File: src/rtl/led_sequencer.sv
// led_sequencer: steps an LED animation on every toggle of the 1 Hz divider level.
// Modes: BLINK, SHIFT, PINGPONG, COUNT; mode/pause come from async board switches.
// Optional macro SEQ_REVERSE_EN adds dir_sw (reverse SHIFT rotation / COUNT direction).
module led_sequencer #(
  parameter int WIDTH       = 8,
  parameter int SYNC_STAGES = 2
) (
  input  logic             CLOCK_50,
  input  logic             rst_in,
  input  logic             h_in,
  input  logic [1:0]       mode_sw,
  input  logic             pause_sw,
`ifdef SEQ_REVERSE_EN
  input  logic             dir_sw,
`endif
  output logic [WIDTH-1:0] LEDG,
  output logic             step_out
);

  typedef enum logic [1:0] {
    MODE_BLINK    = 2'd0,
    MODE_SHIFT    = 2'd1,
    MODE_PINGPONG = 2'd2,
    MODE_COUNT    = 2'd3
  } mode_t;

  typedef enum logic {
    DIR_LEFT  = 1'b0,
    DIR_RIGHT = 1'b1
  } dir_t;

  localparam logic [WIDTH-1:0] ONE = WIDTH'(1);

  logic [SYNC_STAGES-1:0][1:0] r_mode_sync;
  logic [SYNC_STAGES-1:0]      r_pause_sync;
  logic                        r_h_d;
  mode_t                       r_mode_q;
  dir_t                        r_pp_dir;
  logic [WIDTH-1:0]            r_ledg;
  logic                        r_step;

  mode_t            w_mode_s;
  logic             w_pause_s;
  logic             w_rev;
  logic             w_step;
  logic [WIDTH-1:0] w_next;
  logic [WIDTH-1:0] w_init;
  dir_t             w_pp_dir_next;

  // Shift the async mode and pause switches through their synchronizer chains.
  always_ff @(posedge CLOCK_50) begin
    if (rst_in) begin
      r_mode_sync  <= '0;
      r_pause_sync <= '0;
    end else begin
      r_mode_sync  <= {r_mode_sync[SYNC_STAGES-2:0], mode_sw};
      r_pause_sync <= {r_pause_sync[SYNC_STAGES-2:0], pause_sw};
    end
  end

`ifdef SEQ_REVERSE_EN
  logic [SYNC_STAGES-1:0] r_dir_sync;

  // Synchronize the direction switch.
  always_ff @(posedge CLOCK_50) begin
    if (rst_in) begin
      r_dir_sync <= '0;
    end else begin
      r_dir_sync <= {r_dir_sync[SYNC_STAGES-2:0], dir_sw};
    end
  end

  assign w_rev = r_dir_sync[SYNC_STAGES-1];
`else
  assign w_rev = 1'b0;
`endif

  assign w_mode_s  = mode_t'(r_mode_sync[SYNC_STAGES-1]);
  assign w_pause_s = r_pause_sync[SYNC_STAGES-1];
  assign w_step    = (h_in != r_h_d) & ~w_pause_s;

  // Next pattern for one step in the current mode, plus the reload value for a new mode.
  always_comb begin
    w_next        = r_ledg;
    w_pp_dir_next = r_pp_dir;
    w_init        = (w_mode_s == MODE_SHIFT || w_mode_s == MODE_PINGPONG) ? ONE : '0;
    unique case (r_mode_q)
      MODE_BLINK: w_next = ~r_ledg;
      MODE_SHIFT: w_next = w_rev ? {r_ledg[0], r_ledg[WIDTH-1:1]}
                                 : {r_ledg[WIDTH-2:0], r_ledg[WIDTH-1]};
      MODE_PINGPONG: begin
        // Direction flips as the lit LED lands on an end, so the end is shown once.
        if (r_pp_dir == DIR_LEFT) begin
          w_next = r_ledg << 1;
          if (w_next[WIDTH-1]) w_pp_dir_next = DIR_RIGHT;
        end else begin
          w_next = r_ledg >> 1;
          if (w_next[0]) w_pp_dir_next = DIR_LEFT;
        end
      end
      MODE_COUNT: w_next = w_rev ? (r_ledg - ONE) : (r_ledg + ONE);
    endcase
  end

  // Sequencer state: mode reload takes priority over a same-cycle step.
  always_ff @(posedge CLOCK_50) begin
    if (rst_in) begin
      r_h_d    <= h_in;
      r_mode_q <= MODE_BLINK;
      r_pp_dir <= DIR_LEFT;
      r_ledg   <= '0;
      r_step   <= 1'b0;
    end else begin
      r_h_d  <= h_in;
      r_step <= 1'b0;
      if (w_mode_s != r_mode_q) begin
        r_mode_q <= w_mode_s;
        r_ledg   <= w_init;
        r_pp_dir <= DIR_LEFT;
      end else if (w_step) begin
        r_ledg   <= w_next;
        r_pp_dir <= w_pp_dir_next;
        r_step   <= 1'b1;
      end
    end
  end

  assign LEDG     = r_ledg;
  assign step_out = r_step;

endmodule

File: config.mk
export PLATFORM = sky130hd
export DESIGN_NAME = led_sequencer
export DESIGN_NICKNAME = d
export VERILOG_FILES = /design/src/rtl/led_sequencer.sv
export SDC_FILE = /design/constraint.sdc
export NUM_CORES = 1
export LEC_CHECK = 0
export CORE_ASPECT_RATIO = 1.25
export CORE_UTILIZATION = 40
export CTS_CLUSTER_SIZE = 28
export DETAILED_ROUTE_END_ITERATION = 16
export PLACE_DENSITY_LB_ADDON = 0.1
export SLEW_MARGIN = 25
export SYNTH_ARGS = -nofsm -noshare
export SYNTH_HDL_FRONTEND = slang
export SYNTH_SLANG_ARGS = --single-unit
File: constraint.sdc
create_clock -name CLOCK_50 -period 1.9 [get_ports CLOCK_50]
set_input_delay 0.38 -clock CLOCK_50 [delete_from_list [all_inputs] [get_ports CLOCK_50]]
set_output_delay 0.38 -clock CLOCK_50 [all_outputs]
set_load 0.02 [all_outputs]
# After elaboration in Yosys (flattened, before gate mapping)
# Index checks and enable logic that the tools add are counted.
# W data, S select, Z words.
[totals]
in_bits = 6
register_bits = 19
output_inout_bits = 9
[op_classes]
n_addsub = 1
eq_ne = 7
bitwise_logic = 3
n_reduce_logical = 5
muxes = 9
[op_table]
columns = ["operator", "count"]
rows = [
  ["$pmux W8 S4", 1],
  ["$mux W8", 3],
  ["$add A8 B1 Y8 const B", 1],
  ["$not A8 Y8", 1],
  ["$eq A2 B2 Y1 const B", 3],
  ["$mux W1", 5],
  ["$eq A2 B1 Y1 const B", 2],
  ["$logic_not A2 Y1", 1],
  ["$ne A2 B2 Y1", 1],
  ["$reduce_and A2 Y1", 1],
  ["$reduce_bool A2 Y1", 1],
  ["$reduce_or A2 Y1", 1],
  ["$and A1 B1 Y1", 1],
  ["$logic_or A1 B1 Y1", 1],
  ["$ne A1 B1 Y1", 1],
  ["$not A1 Y1", 1],
]

# Longest topological paths before layout
# Gate-level depths: netlist (run 1).
[depth]
word_depth = 4
ltp_mapped = 6
ltp_nobuf = 5

# Worst setup path after synthesis (run 1)
# OpenSTA, ideal clock, no wires.
[synth_path]
path_kind = "reg2reg"
start = "register r_ledg[0], in the netlist LEDG[0]"
end = "register r_ledg[6], in the netlist LEDG[6]"
path_buffers = 0
arrival_time_ns = 1.529
required_ns = 1.780
period_less_slack_ns = 1.649
setup_time_ns = 0.120
path_stages_with_launch = 6
setup_slack_ns = 0.251
cell_sequence = "dfxtp_1 > ha_1 > nand4_1 > or4_1 > a21oi_1 > nor4_2"
[synth_via]
elab_chain_len = 4
[synth_lines]
columns = ["element", "line", "rtl"]
rows = [
  ["from (decl)", "39", "logic [WIDTH-1:0] r_ledg;"],
  ["from (signal assigned)", "118", "r_ledg <= w_init;"],
  ["from (signal assigned)", "121", "r_ledg <= w_next;"],
  ["$add A8 B1 Y8", "101", "MODE_COUNT: w_next = w_rev ? (r_ledg - ONE) : (r_ledg + ONE);"],
  ["$pmux W8 S4", "87", "unique case (r_mode_q)"],
  ["$mux W8", "120", "end else if (w_step) begin"],
  ["$mux W8", "116", "if (w_mode_s != r_mode_q) begin"],
]
# No other way between the ends. The select of a mux whose other input is x is not followed.
# A chain may end at the register's enable or synchronous reset.

# Worst setup path in the final report (run 1)
[layout_path]
start = "register r_ledg[0], in the netlist LEDG[0]"
end = "output LEDG[0]"
[layout_lines]
columns = ["element", "line", "rtl"]
rows = [
  ["to (decl)", "16", "output logic [WIDTH-1:0] LEDG,"],
]
# No word-level cell between the ends.

==> results.txt, run 1 <==
post-CTS setup buffers: 0
non-filler cells, final: 179
clock slew at reported path FFs: 0.13 ns
leading area contributor after synthesis: dfxtp_1
DRC viols: 0
die height: 62.5 um
dominant cell by count in the synthesized netlist: dfxtp_1
fin area: 0.00135 sq mm
Avg Vias per Cell: 5.54
Max-cap violations: 0
Clock Latency Late Sink: 0.31 ns
Remaining Overflow, GRT: 0
Die W: 50.4 um
initial antenna violation count: 0
fraction of layout cells with a size suffix above 1: 20.0%
final slew viol count: 0
yosys warns: 0
fillers: 276
Peak VDD IR: 0.399 mV
Synth Cell Area: 0.00117 sq mm
drt total wl: 2.40 mm
fmax: 0.557 GHz
outcome: finished, final reports clean
# hold bufs at CTS: 0
critical path peak fanout: 9
number of global-route vias before repair: 965
PD cells: 688 mW/mm^2
slowest CP cell: clkdlybuf4s50_1
Root Driver: clkbuf_4
Pleak: 0.510 nW
final net count: 153
Worst Skew: 0.0183 ns
ys async rst share: 0%
WP data arrival: 1.41 ns
Final setup viols: 0
die area: 0.00315 sq mm
largest net degree at the start of global routing: 18
PortBufs: 14
clk sink count: 19
first drt pass iteration count: 4
TritonCTS clock tree: yes
gpl congestion: 0.776
worst-path cell chain: buf_4 -> clkdlybuf4s50_1
Synth cell types: 45
initial drt markers: 29
Largest stage delay, worst path: 0.61 ns
first-pass GRT wire length: 4.26 mm
RSZ-0062 raised after global routing: false
HP Class: flop to flop
via count: 991
Setup crit end kind: output port
Area after DPL: 0.00132 sq mm
syn nets: 139
top post-synthesis cells by area: dfxtp_1, nor2b_1, buf_4
Setup CP Type: flop to output port
number of diodes: 0
gr usage total: 17.2%
Core Region: 0.00273 sq mm
Avg Synthesized Cell Area: 8.87 sq um
Starting Density: 42.9%
Synth top cells by count: dfxtp_1, nor2_1, nor2b_1, nand2_1
fin crit period: 1.79 ns
top-area cell type share of the netlist area: 32.5%
slew of the pin with the lowest slew margin: 0.426 ns
fin crit share: 94.5%
flops & latches, synth: 19
# resized after CTS: 1
standard-cell rows: 21
Top FF cell, synth: dfxtp_1
Slew HR: 71.6%
io pins: 15
Crit path required time: 1.52 ns
hpwl dp: 1.67 mm
Area Growth Syn to Fin: 15.5%
Worst setup SP type: flop
Num CTS Buffers: 3
ANT nets after route: 0
Cells after Synth: 132
final-report hold violation count: 0
dpl cells: 175
Seq/Total Area, Yosys: 32.5%
Post-synth EDFFs: 0
Tot Pwr: 931 uW
DR WL/cell: 13.4 um
CTS H-tree depth: 1
clock buffer depth: 2
-- flip-flops by register name, summed over array words and instances, names as in the netlist --
name and cells:
LEDG 8, r_mode_q 2, r_mode_sync 2, r_pause_sync 2, w_mode_s 2, r_h_d 1
r_pp_dir 1, step_out 1
-- cells by family after synthesis --
kind of cell / Yosys count / share of synthesized area [%]
compound gates: 31 / 20.1
xor+xnor: 7 / 6.52
fa+ha+maj: 1 / 1.07
buf+inv: 15 / 8.97
flops: 19 / 32.5
mux: 4 / 4.59
simple gates: 55 / 26.3
-- per-stage QoR --
| stage | hold slack, ns | setup TNS [ns] | util, % | worst slack (ns) |
|---|---|---|---|---|
| 3_3_place_gp | 0.418 | -0.000722 | 48.2 | -0.000722 |
| 5_1_grt | 0.466 | 0 | 49.5 | 0.0454 |
| 4_1_cts | 0.459 | 0 | 49.2 | 0.0108 |
| 2_1_floorplan | 0.408 | 0 | - | 0.251 |
| 3_5_place_dp | 0.429 | -0.00984 | 48.2 | -0.00984 |
| 6_report | 0.453 | 0 | 49.5 | 0.105 |
-- final cells by class --
type | count | area, sq um | area share, %
Clock buffer | 3 | 22.5 | 1.67
Clock inverter | 1 | 5.00 | 0.370
Inverter | 2 | 7.51 | 0.555
Multi-Input combinational cell | 98 | 686 | 50.7
Sequential cell | 19 | 387 | 28.6
Tap cell | 34 | 42.5 | 3.15
Timing Repair Buffer | 22 | 203 | 15.0
-- final timing paths --
path / endpoint / slack [ns] / start / cells after the start
worst max register to register: LEDG[6] / 0.36 / r_mode_q[0] / 3
worst min-delay path: r_pause_sync[1] / 0.45 / r_pause_sync[0] / 1
worst min register to register: r_pause_sync[1] / 0.45 / r_pause_sync[0] / 1
worst max-delay path: LEDG[0] / 0.11 / LEDG[0] / 2
-- report_power, final --
part / total (mW) / switching (mW) / internal (mW)
sequential: 0.471 / 0.0413 / 0.430
combinational: 0.243 / 0.120 / 0.123
clock: 0.217 / 0.138 / 0.0785
-- worst max-delay path: cells and delay by family (launching register included) --
| family | cells | cell delay, ns |
|---|---|---|
| flops | 1 | 0.35 |
| buf+inv | 2 | 0.77 |
-- placed cells by master (no fill, tap or decap), drive strengths merged, types with 3 or more instances in the layout --
cell	n
nor2	13
nand2	8
nand3	3
nor3	4
clkbuf	3
o21ai	7
o21bai	3
nand2b	3
dfxtp	19
a21oi	7
buf	8
xor2	5
and3	3
nor2b	10
clkdlybuf4s50	13
-- per-layer routing --
layer | vias to the layer above | wire, um | track usage, %
met3 | 2 | 75 | 3.41
met2 | 19 | 1190 | 29.2
met1 | 474 | 1110 | 20.6
met5 | - | 0 | 0
met4 | 0 | 25 | 6.94
li1 | 496 | - | -
No activity file was read; power rests on OpenSTA's default activity.
==> inputs of run 2 (changes only) <==
--- a/config.mk
+++ b/config.mk
@@ -9,6 +9,7 @@
 export CORE_UTILIZATION = 40
 export CTS_CLUSTER_SIZE = 28
 export DETAILED_ROUTE_END_ITERATION = 16
+export GPL_TIMING_DRIVEN = 0
 export PLACE_DENSITY_LB_ADDON = 0.1
 export SLEW_MARGIN = 25
 export SYNTH_ARGS = -nofsm -noshare
==> results.txt, run 2 (synthesis results as in run 1) <==
Pleak: 0.516 nW (+1.1%)
Max-cap violations: 0 (unchanged)
PD cells: 677 mW/mm^2 (-1.6%)
critical path peak fanout: 10 (+1)
HP Class: flop to flop
gr usage total: 18.4% (+1.2 points)
initial antenna violation count: 0 (unchanged)
fin crit share: 93.0% (-1.5 points)
number of diodes: 0 (unchanged)
fmax: 0.566 GHz (+1.6%)
Starting Density: 42.9% (unchanged)
first-pass GRT wire length: 4.48 mm (+5.2%)
TritonCTS clock tree: yes
post-route setup TNS: 0 ns (unchanged)
worst-path cell chain: clkdlybuf4s50_1
clock buffer depth: 2 (unchanged)
Worst setup SP type: flop
Peak VDD IR: 0.380 mV (-4.8%)
Avg Vias per Cell: 5.51 (-0.46%)
Clock Latency Late Sink: 0.30 ns (about the same)
Core Region: 0.00273 sq mm (unchanged)
via count: 1014 (+2.3%)
final-report hold violation count: 0 (unchanged)
max FFs per register: 8 (unchanged)
initial drt markers: 38 (+31%)
CTS H-tree depth: 1 (unchanged)
ANT nets after route: 0 (unchanged)
number of cells on the worst reg-to-reg path: 5 (+2)
clock slew at reported path FFs: 0.11 ns (-0.02 ns)
Area Growth Syn to Fin: 18.1%
RSZ-0062 raised after global routing: false
Root Driver: clkbuf_4
Setup CP Type: flop to output port
post-CTS setup buffers: 0 (unchanged)
standard-cell rows: 21 (unchanged)
Buf+Inv Stages, Crit Path: 1 (-1)
Slew HR: 73.8% (+2.2 points)
hold slack: 0.450 ns (-0.00324 ns)
hold path depth: 1 (unchanged)
Die W: 50.4 um (unchanged)
largest net degree at the start of global routing: 11 (-7)
Tot Pwr: 936 uW (+0.57%)
number of global-route vias before repair: 1001 (+3.7%)
hpwl dp: 1.86 mm (+11%)
Worst Skew: 0.00382 ns (-0.0145 ns)
Remaining Overflow, GRT: 0 (unchanged)
DRC viols: 0 (unchanged)
fraction of layout cells with a size suffix above 1: 19.3% (-0.67 points)
clk sink count: 19 (unchanged)
slowest CP cell: clkdlybuf4s50_1
Num CTS Buffers: 3 (unchanged)
WP data arrival: 1.39 ns (-0.02 ns)
first drt pass iteration count: 4 (unchanged)
delay-heaviest family, CP: buffers and inverters
drt total wl: 2.56 mm (+6.4%)
Largest stage delay, worst path: 0.64 ns (+0.03 ns)
CP Depth: 1 (-1)
final slew viol count: 0 (unchanged)
die height: 62.5 um (unchanged)
most frequent cells in the layout: dfxtp_1, clkdlybuf4s50_1, nor2_1
outcome: finished, final reports clean
fin crit period: 1.77 ns (-0.0289 ns)
PortBufs: 14 (unchanged)
io pins: 15 (unchanged)
Final setup viols: 0 (unchanged)
Crit path required time: 1.52 ns (about the same)
die area: 0.00315 sq mm (unchanged)
slew of the pin with the lowest slew margin: 0.394 ns (-0.0323 ns)
commonest non-fill, non-tap cell in the layout: dfxtp_1
DR WL/cell: 13.9 um (+3.5%)
Setup crit end kind: output port
final net count: 158 (+3.3%)
gpl congestion: 0.841 (+8.5%)
-- run 2: path summary, 6_finish.rpt --
| check | to | slack [ns] | startpoint |
|---|---|---|---|
| worst max register to register | LEDG[6] | 0.25 | LEDG[0] |
| worst max-delay path | LEDG[0] | 0.13 | LEDG[0] |
| worst min register to register | r_pause_sync[1] | 0.45 | r_pause_sync[0] |
| worst min-delay path | r_pause_sync[1] | 0.45 | r_pause_sync[0] |
-- run 2: cell type report --
| cell class | instances | area [sq um] |
|---|---|---|
| flip-flops and latches | 19 | 383 |
| fillers | 273 | 1350 |
| inverters | 2 | 7.51 |
| plain buffers | 13 | 97.6 |
| multi-input cells | 98 | 686 |
| repair buffers | 14 | 140 |
| well taps | 34 | 42.5 |
| clock buffers | 4 | 26.3 |
-- run 2: repair_timing --
item	in CTS	in global routing
hold buffers	0	0
resized for setup	1	1
setup endpoints to repair	1	1
pin swaps	0	0
-- run 2: routing by layer --
metal  global-route usage [%]  routed length, um  vias to the layer above
met4                     9.03                 69                        0
li1                         -                  -                      507
met2                     30.7               1250                       21
met5                        0                  0                        -
met3                     1.70                 51                        9
met1                     23.1               1190                      477
-- run 2: through the flow --
stage | utilization, % | instances | cell area [sq um] | worst slack [ns]
final | 50.6 | 184 | 1380 | 0.134
after global routing | 50.6 | 184 | 1380 | 0.0805
after CTS | 50.5 | 184 | 1380 | 0.0562
after detailed placement | 49.5 | 180 | 1350 | -0.0759
after global placement | 49.5 | 180 | 1350 | -0.0385
after floorplan | - | 132 | 1170 | 0.251
-- run 2: power by group --
part	switching, mW	internal (mW)	total (mW)
Clock	0.131	0.0820	0.213
Combinational	0.137	0.131	0.267
Sequential	0.0279	0.428	0.456
